### src/rtl/sort_pkg.sv
// Shared types and helpers for the in-place insertion-sort engine.
package sort_pkg;

    // Engine control states
    typedef enum logic [3:0] {
        IDLE,
        RD_KEY_A,
        RD_KEY_D,
        RD_CMP_A,
        RD_CMP_D,
        WR_SHIFT,
        WR_KEY,
        NEXT_I,
        FINISH,
        ERR
    } sort_state_t;

    // Memory response code for a successful read
    localparam int RESP_OKAY = 0;

    // Widest element the comparator supports; narrower elements are zero-extended
    localparam int CMP_WDTH = 64;

    // True when key must move ahead of cmp. Signed ordering is obtained by
    // flipping the element's sign bit and then comparing unsigned. Equal
    // values never report out of order, which keeps the sort stable.
    function automatic logic out_of_order(
        input logic [CMP_WDTH-1:0] key,
        input logic [CMP_WDTH-1:0] cmp,
        input logic                desc,
        input logic                signed_cmp,
        input int unsigned         width
    );
        logic [CMP_WDTH-1:0] flip;
        logic [CMP_WDTH-1:0] k;
        logic [CMP_WDTH-1:0] c;
        flip = signed_cmp ? (CMP_WDTH'(1) << (width - 1)) : '0;
        k    = key ^ flip;
        c    = cmp ^ flip;
        return desc ? (k > c) : (k < c);
    endfunction

endpackage

### src/rtl/sort_wr_handshake.sv
// Tracks independent acceptance of the write-address and write-data beats.
// Both valids raise together when a write starts; each drops after its own
// handshake, and both_done marks the cycle in which the second one lands.
module sort_wr_handshake (
    input  logic clk,
    input  logic rst_n,
    input  logic i_active,
    input  logic i_aw_ready,
    input  logic i_w_ready,
    output logic o_aw_valid,
    output logic o_w_valid,
    output logic o_both_done
);

    logic r_aw_done;
    logic r_w_done;
    logic w_aw_fire;
    logic w_w_fire;

    assign o_aw_valid  = i_active & ~r_aw_done;
    assign o_w_valid   = i_active & ~r_w_done;
    assign w_aw_fire   = o_aw_valid & i_aw_ready;
    assign w_w_fire    = o_w_valid & i_w_ready;
    assign o_both_done = i_active & (r_aw_done | w_aw_fire) & (r_w_done | w_w_fire);

    // Remember which beat already completed; clear once the write finishes
    always_ff @(posedge clk) begin
        if (!rst_n) begin
            r_aw_done <= 1'b0;
            r_w_done  <= 1'b0;
        end else if (!i_active || o_both_done) begin
            r_aw_done <= 1'b0;
            r_w_done  <= 1'b0;
        end else begin
            r_aw_done <= r_aw_done | w_aw_fire;
            r_w_done  <= r_w_done | w_w_fire;
        end
    end

endmodule

### src/rtl/sort_engine.sv
// In-place insertion sort over an external memory reached through an
// AR/R/AW/W valid/ready port. Optional feature macro: SORT_PERF_CNT_EN adds a
// 16-bit saturating count of completed reads and writes (perf_count).
module sort_engine
    import sort_pkg::*;
#(
    parameter int ADDR_WDTH  = 4,
    parameter int DATA_WDTH  = 32,
    parameter int RESP_WDTH  = 1,
    parameter int SIGNED_CMP = 0
)(
    input  logic                 clk,
    input  logic                 rst_n,
    input  logic [ADDR_WDTH-1:0] base_addr,
    input  logic [ADDR_WDTH-1:0] arr_size,
    input  logic                 descending,
    input  logic                 start,
    output logic                 busy,
    output logic                 done,
    output logic                 error,
`ifdef SORT_PERF_CNT_EN
    output logic [15:0]          perf_count,
`endif
    output logic                 ar_valid,
    input  logic                 ar_ready,
    output logic [ADDR_WDTH-1:0] ar_address,
    input  logic                 r_valid,
    output logic                 r_ready,
    input  logic [RESP_WDTH-1:0] r_resp,
    input  logic [DATA_WDTH-1:0] r_data,
    output logic                 aw_valid,
    input  logic                 aw_ready,
    output logic [ADDR_WDTH-1:0] aw_address,
    output logic                 w_valid,
    input  logic                 w_ready,
    output logic [DATA_WDTH-1:0] w_data
);

    // Index width: one extra bit so j can hold -1 in two's complement
    localparam int IW = ADDR_WDTH + 1;

    sort_state_t          r_state;
    logic [ADDR_WDTH-1:0] r_base;
    logic [ADDR_WDTH-1:0] r_size;
    logic                 r_desc;
    logic [ADDR_WDTH-1:0] r_i;
    logic [IW-1:0]        r_j;
    logic [DATA_WDTH-1:0] r_key;
    logic [DATA_WDTH-1:0] r_cmp;

    sort_state_t          w_state_nxt;
    logic [ADDR_WDTH-1:0] w_base_nxt;
    logic [ADDR_WDTH-1:0] w_size_nxt;
    logic                 w_desc_nxt;
    logic [ADDR_WDTH-1:0] w_i_nxt;
    logic [IW-1:0]        w_j_nxt;
    logic [DATA_WDTH-1:0] w_key_nxt;
    logic [DATA_WDTH-1:0] w_cmp_nxt;

    logic          w_start_ok;
    logic          w_wr_active;
    logic          w_both_done;
    logic          w_r_fire;
    logic          w_resp_bad;
    logic          w_ooo;
    logic [IW-1:0] w_i_ext;
    logic [IW-1:0] w_i_plus1;

    assign w_start_ok = start && (r_state == IDLE || r_state == FINISH || r_state == ERR);
    assign w_r_fire   = r_valid & r_ready;
    assign w_resp_bad = (r_resp != RESP_WDTH'(RESP_OKAY));
    assign w_i_ext    = {1'b0, r_i};
    assign w_i_plus1  = w_i_ext + IW'(1);
    assign w_ooo      = out_of_order(CMP_WDTH'(r_key), CMP_WDTH'(r_data), r_desc,
                                     SIGNED_CMP != 0, DATA_WDTH);

    sort_wr_handshake u_wr_hs (
        .clk         (clk),
        .rst_n       (rst_n),
        .i_active    (w_wr_active),
        .i_aw_ready  (aw_ready),
        .i_w_ready   (w_ready),
        .o_aw_valid  (aw_valid),
        .o_w_valid   (w_valid),
        .o_both_done (w_both_done)
    );

    // Next-state, datapath-next and output decode
    always_comb begin
        w_state_nxt = r_state;
        w_base_nxt  = r_base;
        w_size_nxt  = r_size;
        w_desc_nxt  = r_desc;
        w_i_nxt     = r_i;
        w_j_nxt     = r_j;
        w_key_nxt   = r_key;
        w_cmp_nxt   = r_cmp;
        ar_valid    = 1'b0;
        ar_address  = '0;
        r_ready     = 1'b0;
        aw_address  = '0;
        w_data      = '0;
        w_wr_active = 1'b0;
        busy        = 1'b1;
        done        = 1'b0;
        error       = 1'b0;

        case (r_state)
            IDLE: begin
                busy = 1'b0;
            end
            RD_KEY_A: begin
                ar_valid   = 1'b1;
                ar_address = r_base + r_i;
                if (ar_ready) w_state_nxt = RD_KEY_D;
            end
            RD_KEY_D: begin
                r_ready = 1'b1;
                if (r_valid) begin
                    if (w_resp_bad) begin
                        w_state_nxt = ERR;
                    end else begin
                        w_key_nxt   = r_data;
                        w_j_nxt     = w_i_ext - IW'(1);
                        w_state_nxt = RD_CMP_A;
                    end
                end
            end
            RD_CMP_A: begin
                ar_valid   = 1'b1;
                ar_address = r_base + r_j[ADDR_WDTH-1:0];
                if (ar_ready) w_state_nxt = RD_CMP_D;
            end
            RD_CMP_D: begin
                r_ready = 1'b1;
                if (r_valid) begin
                    if (w_resp_bad) begin
                        w_state_nxt = ERR;
                    end else begin
                        w_cmp_nxt = r_data;
                        if (w_ooo)
                            w_state_nxt = WR_SHIFT;
                        else if (r_j == w_i_ext - IW'(1))
                            w_state_nxt = NEXT_I;   // key already in place
                        else
                            w_state_nxt = WR_KEY;
                    end
                end
            end
            WR_SHIFT: begin
                w_wr_active = 1'b1;
                aw_address  = r_base + r_j[ADDR_WDTH-1:0] + ADDR_WDTH'(1);
                w_data      = r_cmp;
                if (w_both_done) begin
                    w_j_nxt     = r_j - IW'(1);
                    w_state_nxt = (r_j == '0) ? WR_KEY : RD_CMP_A;
                end
            end
            WR_KEY: begin
                w_wr_active = 1'b1;
                aw_address  = r_base + r_j[ADDR_WDTH-1:0] + ADDR_WDTH'(1);
                w_data      = r_key;
                if (w_both_done) w_state_nxt = NEXT_I;
            end
            NEXT_I: begin
                w_i_nxt     = w_i_plus1[ADDR_WDTH-1:0];
                w_state_nxt = (w_i_plus1 < {1'b0, r_size}) ? RD_KEY_A : FINISH;
            end
            FINISH: begin
                busy        = 1'b0;
                done        = 1'b1;
                w_state_nxt = IDLE;
            end
            ERR: begin
                busy  = 1'b0;
                error = 1'b1;
            end
            default: begin
                w_state_nxt = IDLE;
            end
        endcase

        if (w_start_ok) begin
            w_base_nxt  = base_addr;
            w_size_nxt  = arr_size;
            w_desc_nxt  = descending;
            w_i_nxt     = ADDR_WDTH'(1);
            w_j_nxt     = '0;
            w_state_nxt = (arr_size <= ADDR_WDTH'(1)) ? FINISH : RD_KEY_A;
        end
    end

    // State and datapath registers
    always_ff @(posedge clk) begin
        if (!rst_n) begin
            r_state <= IDLE;
            r_base  <= '0;
            r_size  <= '0;
            r_desc  <= 1'b0;
            r_i     <= '0;
            r_j     <= '0;
            r_key   <= '0;
            r_cmp   <= '0;
        end else begin
            r_state <= w_state_nxt;
            r_base  <= w_base_nxt;
            r_size  <= w_size_nxt;
            r_desc  <= w_desc_nxt;
            r_i     <= w_i_nxt;
            r_j     <= w_j_nxt;
            r_key   <= w_key_nxt;
            r_cmp   <= w_cmp_nxt;
        end
    end

`ifdef SORT_PERF_CNT_EN
    logic [15:0] r_perf;

    // Count completed reads and writes, saturating; cleared when a sort starts
    always_ff @(posedge clk) begin
        if (!rst_n) begin
            r_perf <= '0;
        end else if (w_start_ok) begin
            r_perf <= '0;
        end else if ((w_r_fire || w_both_done) && r_perf != 16'hFFFF) begin
            r_perf <= r_perf + 16'd1;
        end
    end

    assign perf_count = r_perf;
`endif

endmodule

### config.mk
export PLATFORM = sky130hd
export DESIGN_NAME = sort_engine
export DESIGN_NICKNAME = d
export VERILOG_FILES = /design/src/rtl/sort_pkg.sv /design/src/rtl/sort_wr_handshake.sv /design/src/rtl/sort_engine.sv
export SDC_FILE = /design/constraint.sdc
export NUM_CORES = 1
export LEC_CHECK = 0
export ABC_CLOCK_PERIOD_IN_PS = 3050
export BUFFER_PORTS_ARGS = -buffer_cell sky130_fd_sc_hd__buf_2
export CAP_MARGIN = 5
export CORE_MARGIN = 10
export CORE_UTILIZATION = 56
export CTS_CLUSTER_SIZE = 24
export DETAILED_ROUTE_END_ITERATION = 16
export PLACE_DENSITY = 0.8
export SLEW_MARGIN = 20
export SYNTH_ARGS = -nofsm -noshare
export SYNTH_HDL_FRONTEND = slang
export SYNTH_SLANG_ARGS = --single-unit
### constraint.sdc
create_clock -name clk -period 3.05 [get_ports clk]
set_clock_uncertainty 0.2 [all_clocks]
set_input_delay 0.305 -clock clk [delete_from_list [all_inputs] [get_ports clk]]
set_output_delay 0.305 -clock clk [all_outputs]
set_load 0.02 [all_outputs]
==> flow_summary.yaml <==
routing:
  vias_per_cell: 5.734
  ant_nets: 0
  drtPass1Iterations: 5
  drt_iter0_drc: 335
  num_vias: 5298
  drt-wirelength-per-cell_um: 16.37
  drc_errors: 0
  drt_wl_total_um: 15120
setup_path:
  crit_buf_inv: 3
  worstPathCellList: "dlygate4sd3_1 -> buf_2 -> inv_1 -> ha_1 -> nor2b_1 -> o211ai_1 -> a2111oi_0 -> or4b_1 -> a21oi_1 -> mux2i_2 -> a31oi_1"
  path_max_fanout: 3
  required_ns: 3.07
  critPathTopFamily: "buffers and inverters"
  ff2ff_setup_slack_ns: 0.45
  critPathCaptureType: "register"
  worst_ep_arrival_time_ns: 2.94
  max_stage_delay_ns: 0.55
  crit_type: "input port to register"
  startpoint_type: "input port"
  cp_slowest_cell: "or4b_1"
logic_synthesis:
  ys_types: 53
  postSynthCellCount: 692
  yosysWarningCount: 0
  ys_seq_area_share_pct: 33.82
  synth_edf_count: 0
  ys_ff_latch: 88
  syn_area_sq_mm: 0.005209
  synth_nets: 789
  async_flop_share_pct: 0
  ys.flop_type: "dfxtp_1"
  avgSynthCellArea_sq_um: 7.527
die:
  die_y_um: 116.4
  num_rows: 35
  io-pin-count: 96
  dieArea_sq_mm: 0.01356
  start_util_pct: 56.91
  core-area_sq_mm: 0.009153
  fp.dieW_um: 116.4
clock_network:
  clockRootBuffer: "clkbuf_8"
  htreeDepth: 3
  clkLatencyLatePin_ns: 0.36
  cts.sinks: 88
  clk_path_buf_depth: 2
  cts-buffers-inserted: 9
  cts_tree: "built"
  cts.clk_slew.worst_paths_ns: 0.09
min_path:
  min_path_type: "input port to register"
final_layout:
  drive_gt1_share_pct: 16.48
  nets: 905
  area_delta_synth_final_pct: 22.12
  fillers: 691
  antenna_cells: 0
pwr:
  p_seq_share_pct: 50.9
  powerDensity_mw_per_mm2: 361.9
  p_leak_nw: 2.812
  power_mw: 2.302
  ir_worst_vdd_v: 0.0002517
  p_int_mw: 1.709
  p_sw_uw: 593.3
  switching_share_pct: 25.78
  pwr-share-clk_pct: 36.9
  p_comb_share_pct: 12.2
sta:
  period_share_pct: 95.50
  setup_viol: 0
  finalHoldViolations: 0
  tightest_slew_ns: 0.7119
  fmax_mhz: 343.3
  fin_hold_ws_ns: 0.01474
  fin_ws_ns: 0.1374
  fin_crit_ns: 2.913
  drv_slew: 0
  relSlewSlack_pct: 52.54
  rsz0062_at_grt: "no"
  fin_setup_tns_ns: 0
global_routing:
  grt_pass1_wl_um: 24780
  grt_pass1_vias: 5284
  grt_max_degree: 47
  grt-ovfl-total: 0
  grtUsageTotal_pct: 22.40
  antenna_found_initial: 0
placed_design:
  place.port_buffers: 95
  dpl_worst_slack_ns: 0.3885
  gp_congestion: 0.9642
  dp_hpwl_um: 10360
flow_run:
  cap_violations: 0
run_status:
  status: "completed"
## routing by layer
metal	routed length, um	up-vias	share of wire [%]	GRT usage [%]
li1	-	2598	-	-
met1	6310	2468	42	25.75
met2	7386	212	49	39.33
met3	1203	20	8.0	5.290
met4	221	0	1.5	8.424
met5	0	-	0	0
## sequential cells by signal, indices dropped and copies added (netlist names)
register and count:
r_cmp 32, r_key 32, r_j 5, r_base 4, r_i 4, r_size 4
r_state 4, r_desc 1, u_wr_hs.r_aw_done 1, u_wr_hs.r_w_done 1
## power by group through the flow
stage,clock [mW],sequential [mW],combinational (mW)
CTS,0.863,1.17,0.275
finish,0.849,1.17,0.280
detailed placement,0,1.20,0.231
floorplan,0,1.19,0.148
global route,0.914,1.17,0.309
global placement,0,1.20,0.223
## layout by cell type, fill, tap and decap left out, drive strengths merged, types with 5 or more instances in the layout
cell type    synthesis  routed
nor3                 8       8
o21ai               16      16
xor2                 7       7
nand2              171     171
xnor2               11      11
dlygate4sd3          0      40
nor2                28      28
inv                 50      51
a22o                32      32
buf                  4     107
nand2b               6       6
nor4                 6       6
a21o                 5       5
dfxtp               88      88
nand4               10      10
ha                  46      46
clkbuf              38      12
a21oi              106     106
nand3               14      14
## repair_timing
item / CTS / global route
endpoints found under the hold margin: 58 / 0
gates resized for setup: 0 / 1
hold buffers: 40 / 0
buffers inserted: 0 / 0
endpoints found under the setup margin: 0 / 1
## tightest hold or removal path, stage by stage
cell,delay [ns]
buf_2,0.12
nand2_1,0.05
a21oi_1,0.06
## final timing paths
check,from,to,cells past startpoint
worst max-delay path,r_data[1],r_state[0],11
worst min-delay path,r_data[3],r_cmp[3],3
worst min register to register,u_wr_hs.r_aw_done,u_wr_hs.r_w_done,1
worst max register to register,r_key[1],r_state[0],8
## cell type report
class	count	area, sq um	share of cell area [%]
inverter	51	191.4	3.009
sequential	88	1762	27.69
clock buffer	12	155.1	2.439
clock inverter	4	52.55	0.8261
multi-input combinational	511	3095	48.66
tap	111	138.9	2.183
timing repair buffer	147	965.9	15.18
## metrics by stage
| step | cells | instance area (sq um) | utilization (%) |
|---|---|---|---|
| after floorplan | 692 | 5209 | - |
| after global placement | 868 | 5749 | 62.82 |
| after global routing | 924 | 6361 | 69.50 |
| final | 924 | 6361 | 69.50 |
| after CTS | 924 | 6357 | 69.46 |
| after detailed placement | 868 | 5749 | 62.82 |
## cell usage after synthesis (3+ instances only)
cell type	instances	area, sq um
nand2_1	171	641.9
a21oi_1	106	530.5
dfxtp_1	88	1762
inv_1	49	183.9
ha_1	46	575.6
clkbuf_1	38	142.6
a22o_1	32	280.3
nor2_1	28	105.1
o21ai_0	16	80.08
nand3_1	13	65.06
xnor2_1	11	96.34
nand4_1	10	62.56
nor3_1	8	40.04
nand2b_1	6	37.54
nor4_1	6	37.54
xor2_1	6	52.55
a21o_1	5	37.54
a211oi_1	4	30.03
a31oi_1	4	25.02
and3_1	3	18.77
## cells by family after synthesis
logic type / Yosys count / share of synthesized area (%)
compound gates: 185 / 22.05
xor+xnor: 18 / 3.387
fa+ha+maj: 48 / 11.82
buf+inv: 93 / 7.014
flops: 88 / 33.82
mux: 4 / 0.8167
simple gates: 256 / 21.09
Note: power is estimated with default switching activity, not from simulation.
